File: src/rtl/seg_scan_if.sv
// seg_scan_if: pattern load and display drive bundle for seg_scan_driver.
// The slave side is the scanner; the master side feeds patterns and watches the pins.
interface seg_scan_if #(
  parameter int NUM_DIGITS = 8
) ();

  logic [7*NUM_DIGITS-1:0] seg_in;
  logic [NUM_DIGITS-1:0]   dp_in;
  logic [NUM_DIGITS-1:0]   digit_en;
  logic                    load;
  logic                    load_ack;
  logic [NUM_DIGITS-1:0]   an;
  logic [6:0]              seg;
  logic                    dp;
  logic                    frame_start;

  modport master (
    output seg_in,
    output dp_in,
    output digit_en,
    output load,
    input  load_ack,
    input  an,
    input  seg,
    input  dp,
    input  frame_start
  );

  modport slave (
    input  seg_in,
    input  dp_in,
    input  digit_en,
    input  load,
    output load_ack,
    output an,
    output seg,
    output dp,
    output frame_start
  );

endinterface

File: src/rtl/seg_scan_driver.sv
// seg_scan_driver: time-multiplexed active-low 7-seg scanner with dead-time
// blanking and frame-aligned commit of pending patterns.
module seg_scan_driver #(
  parameter int NUM_DIGITS   = 8,
  parameter int REFRESH_DIV  = 100000,
  parameter int BLANK_CYCLES = 1000
) (
  input logic       clk,
  input logic       rst_n,
  seg_scan_if.slave bus
);

  localparam int CW = $clog2(REFRESH_DIV);
  localparam int IW = $clog2(NUM_DIGITS);
  localparam int SW = 7 * NUM_DIGITS;

  localparam logic [CW-1:0] CNT_LAST  = CW'(REFRESH_DIV - 1);
  localparam logic [CW-1:0] CNT_BLANK = CW'(BLANK_CYCLES);
  localparam logic [IW-1:0] IDX_LAST  = IW'(NUM_DIGITS - 1);

  typedef enum logic {
    BLANK,
    DRIVE
  } state_t;

  state_t                state;
  logic [CW-1:0]         cnt;
  logic [IW-1:0]         idx;
  logic                  pending;
  logic [SW-1:0]         pend_seg;
  logic [NUM_DIGITS-1:0] pend_dp;
  logic [SW-1:0]         disp_seg;
  logic [NUM_DIGITS-1:0] disp_dp;

  logic [NUM_DIGITS-1:0] an_q;
  logic [6:0]            seg_q;
  logic                  dp_q;
  logic                  ack_q;
  logic                  fs_q;

  logic                  cnt_wrap;
  logic                  boundary;
  logic [CW-1:0]         cnt_nxt;
  logic [IW-1:0]         idx_nxt;
  state_t                state_nxt;

  logic                  lit;
  logic [NUM_DIGITS-1:0] an_nxt;
  logic [6:0]            seg_nxt;
  logic                  dp_nxt;

  always_comb begin
    cnt_wrap = (cnt == CNT_LAST);
    cnt_nxt  = cnt_wrap ? '0 : cnt + 1'b1;
    idx_nxt  = idx;
    if (cnt_wrap) begin
      idx_nxt = (idx == IDX_LAST) ? '0 : idx + 1'b1;
    end
    boundary  = (cnt == '0) && (idx == '0);
    state_nxt = (cnt_nxt < CNT_BLANK) ? BLANK : DRIVE;
  end

  // Disabled digits look exactly like dead-time on the pins.
  always_comb begin
    lit     = 1'b0;
    an_nxt  = '1;
    seg_nxt = '1;
    dp_nxt  = 1'b1;
    unique case (state)
      BLANK: lit = 1'b0;
      DRIVE: lit = bus.digit_en[idx];
    endcase
    if (lit) begin
      an_nxt[idx] = 1'b0;
      seg_nxt     = disp_seg[int'(idx)*7 +: 7];
      dp_nxt      = ~disp_dp[idx];
    end
  end

  always_ff @(posedge clk or negedge rst_n) begin
    if (!rst_n) begin
      state    <= BLANK;
      cnt      <= '0;
      idx      <= '0;
      pending  <= 1'b0;
      pend_seg <= '1;
      pend_dp  <= '0;
      disp_seg <= '1;
      disp_dp  <= '0;
      an_q     <= '1;
      seg_q    <= '1;
      dp_q     <= 1'b1;
      ack_q    <= 1'b0;
      fs_q     <= 1'b0;
    end else begin
      state <= state_nxt;
      cnt   <= cnt_nxt;
      idx   <= idx_nxt;

      an_q  <= an_nxt;
      seg_q <= seg_nxt;
      dp_q  <= dp_nxt;
      fs_q  <= boundary;
      ack_q <= boundary && pending;

      // Commit lands in digit 0 dead-time, so no frame is ever torn.
      if (boundary && pending) begin
        disp_seg <= pend_seg;
        disp_dp  <= pend_dp;
      end

      if (bus.load) begin
        pend_seg <= bus.seg_in;
        pend_dp  <= bus.dp_in;
        pending  <= 1'b1;
      end else if (boundary) begin
        pending  <= 1'b0;
      end
    end
  end

  assign bus.an          = an_q;
  assign bus.seg         = seg_q;
  assign bus.dp          = dp_q;
  assign bus.load_ack    = ack_q;
  assign bus.frame_start = fs_q;

  always @(posedge clk) begin
    if (rst_n) begin
      assert ($onehot0(~an_q));
    end
  end

endmodule
File: src/flat_wrapper.sv
// flat-port wrapper written by rule: the top's interface ports become plain ports
module seg_scan_driver_flat 
#(
  parameter int NUM_DIGITS   = 8,
  parameter int REFRESH_DIV  = 100000,
  parameter int BLANK_CYCLES = 1000
)
  (clk, rst_n, bus_seg_in, bus_dp_in, bus_digit_en, bus_load, bus_load_ack, bus_an, bus_seg, bus_dp, bus_frame_start);
  seg_scan_if #(.NUM_DIGITS(NUM_DIGITS)) bus_i ();
  input logic clk;
  input logic rst_n;
  input wire logic [$bits(bus_i.seg_in)-1:0] bus_seg_in;
  input wire logic [$bits(bus_i.dp_in)-1:0] bus_dp_in;
  input wire logic [$bits(bus_i.digit_en)-1:0] bus_digit_en;
  input wire logic [$bits(bus_i.load)-1:0] bus_load;
  output wire logic [$bits(bus_i.load_ack)-1:0] bus_load_ack;
  output wire logic [$bits(bus_i.an)-1:0] bus_an;
  output wire logic [$bits(bus_i.seg)-1:0] bus_seg;
  output wire logic [$bits(bus_i.dp)-1:0] bus_dp;
  output wire logic [$bits(bus_i.frame_start)-1:0] bus_frame_start;
  assign bus_i.seg_in = bus_seg_in;
  assign bus_i.dp_in = bus_dp_in;
  assign bus_i.digit_en = bus_digit_en;
  assign bus_i.load = bus_load;
  assign bus_load_ack = bus_i.load_ack;
  assign bus_an = bus_i.an;
  assign bus_seg = bus_i.seg;
  assign bus_dp = bus_i.dp;
  assign bus_frame_start = bus_i.frame_start;
  seg_scan_driver #(.NUM_DIGITS(NUM_DIGITS), .REFRESH_DIV(REFRESH_DIV), .BLANK_CYCLES(BLANK_CYCLES)) u_core (.clk(clk), .rst_n(rst_n), .bus(bus_i));
endmodule
File: config.mk
export PLATFORM = sky130hd
export DESIGN_NAME = seg_scan_driver_flat
export DESIGN_NICKNAME = d
export VERILOG_FILES = /design/src/rtl/seg_scan_if.sv /design/src/rtl/seg_scan_driver.sv /design/src/flat_wrapper.sv
export SDC_FILE = /design/constraint.sdc
export NUM_CORES = 1
export LEC_CHECK = 0
export BUFFER_PORTS_ARGS = -buffer_cell sky130_fd_sc_hd__buf_2
export CAP_MARGIN = 40
export CORE_MARGIN = 10
export CORE_UTILIZATION = 50
export CTS_BUF_LIST = sky130_fd_sc_hd__clkbuf_4 sky130_fd_sc_hd__clkbuf_8
export CTS_CLUSTER_SIZE = 10
export DETAILED_ROUTE_END_ITERATION = 8
export PLACE_DENSITY = 0.74
export SLEW_MARGIN = 0
export SYNTH_ARGS = -nofsm -noshare
export SYNTH_HDL_FRONTEND = slang
export SYNTH_SLANG_ARGS = --single-unit
File: constraint.sdc
create_clock -name clk -period 6.6 [get_ports clk]
set_input_delay 0.33 -clock clk [delete_from_list [all_inputs] [get_ports clk]]
set_output_delay 0.33 -clock clk [all_outputs]
set_load 0.05 [all_outputs]
==> flow_summary.yaml <==
status:
  outcome: "finished clean"
clocking:
  clk_pin_slew_worst_paths_ps: 90
  buffer_levels_on_the_longest_clock_path: 2
  clock_sink_count: 168
  setup_bufs_post_cts: 0
  clk-insertion-delay-late_ps: 460
  gates_resized_cts_repair: 0
  post_cts_hold_buffer_count: 1
  cts_root_buf: "sky130_fd_sc_hd__clkbuf_8"
  h_tree_level_count: 4
  cts_tree: "yes"
  cts_made_buffers: 17
timing:
  fin_hold_ws_ps: 91.9
  final_hold_viols: 0
  timing.final.max_slew_violations: 0
  final_period_minus_worst_setup_slack_ps: 3090
  setup_ws_final_ps: 3510
  max_slew_margin_pct: 44.1
  period_share_pct: 46.8
  final.setup.tns_ps: 0
  timing_worst_slew_pin_value_ps: 838
  grt_setup_unrepaired: "no"
  setup_violations: 0
  fmax_ghz: 0.324
  clock-skew-final_ps: 12.5
power_and_ir_drop:
  power_per_cell_area_nw_per_um2: 248
  comb_power_share_pct: 6.1
  power.switching_fraction_pct: 21.9
  net-switching-power_mw: 0.448
  power_frac_seq_pct: 56.9
  internal-power_mw: 1.60
  peakVddDrop_uv: 147
  power.clock.fraction_pct: 37.0
  p_leak_nw: 3.64
flow_run:
  drv.max_cap_violation_count: 0
logic_synthesis:
  post-synth-top-area-cell: "sky130_fd_sc_hd__dfstp_2"
  count_of_state_elements_after_synthesis: 168
  postSynthAreaPerCell_um2: 11.5
  yosys.area_share.xor_xnor_pct: 1.82
  syn-instance-count: 629
  main_combinational_cell_family_by_area_after_synthesis: "simple AND/OR/NAND/NOR gates"
  synth-compound-area-share_pct: 2.78
  synth-adder-area-share_pct: 0.865
  yosysTopAreaCellShare_pct: 46.5
  postSynthNetCount: 709
  synthDistinctLibCells: 46
  syn_area_um2: 7230
  synth_simple_gate_area_share_pct: 16.3
  synth-seq-area-share_pct: 60.3
  muxShareOfSynthArea_pct: 14.8
  ys.warnings.count: 0
  synth.area.top_cells: "sky130_fd_sc_hd__dfstp_2 46%, sky130_fd_sc_hd__dfrtp_1 14%, sky130_fd_sc_hd__nand2_1 11%"
setup_path:
  cp-end-kind: "register"
  cp_data_arrival_time_ps: 3470
  required_ps: 6990
  critPathMaxFanout: 34
  path_type_of_the_worst_setup_path: "reg2reg"
  crit_path_start_kind: "register"
finish:
  post_route_cells_drive_above_1_share_pct: 47.0
  n_antenna_cell: 0
  nets: 797
  layout.cell_area.non_filler_um2: 8270
  most_used_cells_in_the_layout_excluding_fill_and_tap_cells: "221 x sky130_fd_sc_hd__nand2_1, 128 x sky130_fd_sc_hd__dfstp_2, 91 x sky130_fd_sc_hd__buf_2, 70 x sky130_fd_sc_hd__mux2_2, 40 x sky130_fd_sc_hd__dfrtp_1"
  layout_commonest_cell: "sky130_fd_sc_hd__nand2_1"
  fillCellCount: 1120
  flow.area_growth_from_synthesis_pct: 14.4
placed_design:
  port-buffer-count: 92
  detailed_place.area_um2: 7840
  place_worst_setup_slack_ps: 3520
  detailed_place_hpwl_mm: 11.2
  global_placement_routability_congestion: 0.840
die:
  die_area_um2: 19700
  fp.dieH_um: 140
  floorplan.die.width_um: 140
  fp.coreArea_um2: 14000
  floorplan.initialDensity_pct: 51.5
  io-pin-count: 93
  fp-row-count: 43
global_route:
  grt-ovfl-total: 0
  grt_pass1_wl_mm: 26.2
  grt_util_all_layers_pct: 16.3
  first_global_vias: 5209
  largest_net_degree_at_the_start_of_global_routing: 80
  antenna_found_initial: 0
detailed_routing:
  ant_nets: 0
  1st_iter_drt_viols: 302
  remaining_drc_errors: 0
  totalWireLength_mm: 15.5
  wl_per_cell_um: 17.1
  detail_routed_via_count_per_cell: 5.33
  detailroute.via_count: 4850
  dr.pass1.iters: 5
worst_hold_path:
  hold_class: "in2reg"
[layer usage]
layer / vias to the layer above / GRT usage [%] / routed length (um)
met1: 2419 / 20.9 / 6990
li1: 2273 / - / -
met5: - / 0 / 0
met2: 143 / 26.0 / 7490
met4: 0 / 5.22 / 159
met3: 15 / 4.63 / 883
[final timing paths]
path	start	end	slack (ps)	depth (start not counted)
min in group asynchronous	rst_n	u_core.pend_dp[3]$_DFFE_PN0P_	460	2
worst max-delay path	u_core.idx[1]$_DFFE_PN0N_	u_core.disp_seg[0]$_DFFE_PN1P_	3510	8
worst min-delay path	bus_dp_in[6]	u_core.pend_dp[6]$_DFFE_PN0P_	90	2
worst min register to register	u_core.disp_seg[45]$_DFFE_PN1P_	u_core.disp_seg[45]$_DFFE_PN1P_	450	2
max in group asynchronous	rst_n	u_core.disp_seg[2]$_DFFE_PN1P_	4790	4
worst max register to register	u_core.idx[1]$_DFFE_PN0N_	u_core.disp_seg[0]$_DFFE_PN1P_	3510	8
[worst max-delay path: stages, from the launching register on]
cell	delay [ps]
sky130_fd_sc_hd__dfrtp_1	670
sky130_fd_sc_hd__clkinv_1	300
sky130_fd_sc_hd__ha_1	170
sky130_fd_sc_hd__nor4bb_1	190
sky130_fd_sc_hd__nand3_1	170
sky130_fd_sc_hd__or4_2	1000
sky130_fd_sc_hd__buf_16	300
sky130_fd_sc_hd__nand2_1	110
sky130_fd_sc_hd__nand2_1	80
[cell families (layout without fill, tap and decap cells)]
kind of cell	after synthesis	after routing
AND/OR/NAND/NOR	285	285
AO/OA/AOI/OAI	28	28
XOR/XNOR	15	15
buffers and inverters	41	142
multiplexers	87	87
adder cells (fa/ha/maj)	5	5
flip-flops	168	168
[flip-flops by register name, summed over array words and instances (netlist names)]
register	cells
u_core.idx	3
u_core.disp_seg	56
u_core.pending	1
u_core.cnt	17
u_core.bus.an	8
u_core.bus.frame_start	1
u_core.disp_dp	8
u_core.pend_seg	56
u_core.bus.seg	7
u_core.pend_dp	8
u_core.bus.dp	1
u_core.state	1
u_core.bus.load_ack	1
[power by group through the flow]
stage | sequential [mW] | clock (mW) | combinational (mW)
global route | 1.17 | 0.821 | 0.142
floorplan | 1.17 | 0 | 0.0724
finish | 1.16 | 0.759 | 0.124
global placement | 1.18 | 0 | 0.119
CTS | 1.17 | 0.773 | 0.128
detailed placement | 1.18 | 0 | 0.127
[metrics by stage]
step | cells | utilization [%] | total power, mW
3_5_place_dp | 877 | 55.9 | 1.31
2_1_floorplan | 629 | - | 1.24
3_3_place_gp | 874 | 55.4 | 1.30
6_report | 910 | 58.9 | 2.05
4_1_cts | 910 | 58.9 | 2.07
5_1_grt | 910 | 58.9 | 2.14
[cell type report]
| type | count | area (um^2) | share of cell area [%] |
|---|---|---|---|
| repair buffers | 101 | 577 | 6.97 |
| multi-input cells | 420 | 2650 | 32.1 |
| clock buffers | 26 | 333 | 4.02 |
| clock inverters | 6 | 86.3 | 1.04 |
| well taps | 180 | 225 | 2.72 |
| inverters | 9 | 33.8 | 0.408 |
| flip-flops and latches | 168 | 4360 | 52.8 |
[synthesized netlist by cell type (all sizes together)]
master     n
a211oi     1
nand2b     2
dfstp    128
a22oi      2
nor3       5
mux4       9
mux2i      8
a31oi      2
or3        2
o21ai      5
a22o       2
nor4bb     1
buf       19
mux2      70
a221oi     3
a222oi     1
nor2      19
or4        1
o221ai     1
and2       2
and3       3
nor2b      2
nand4b     1
nand3     14
a31o       1
clkbuf    13
xnor2     10
clkinv     1
inv        8
o21bai     1
nand4      3
o22ai      3
a21oi      1
a21boi     1
dfrtp     40
and4       3
o211ai     3
ha         5
xor2       5
nor4       6
nand2    221
o2111ai    1
Power figures use the tool's default switching activity.
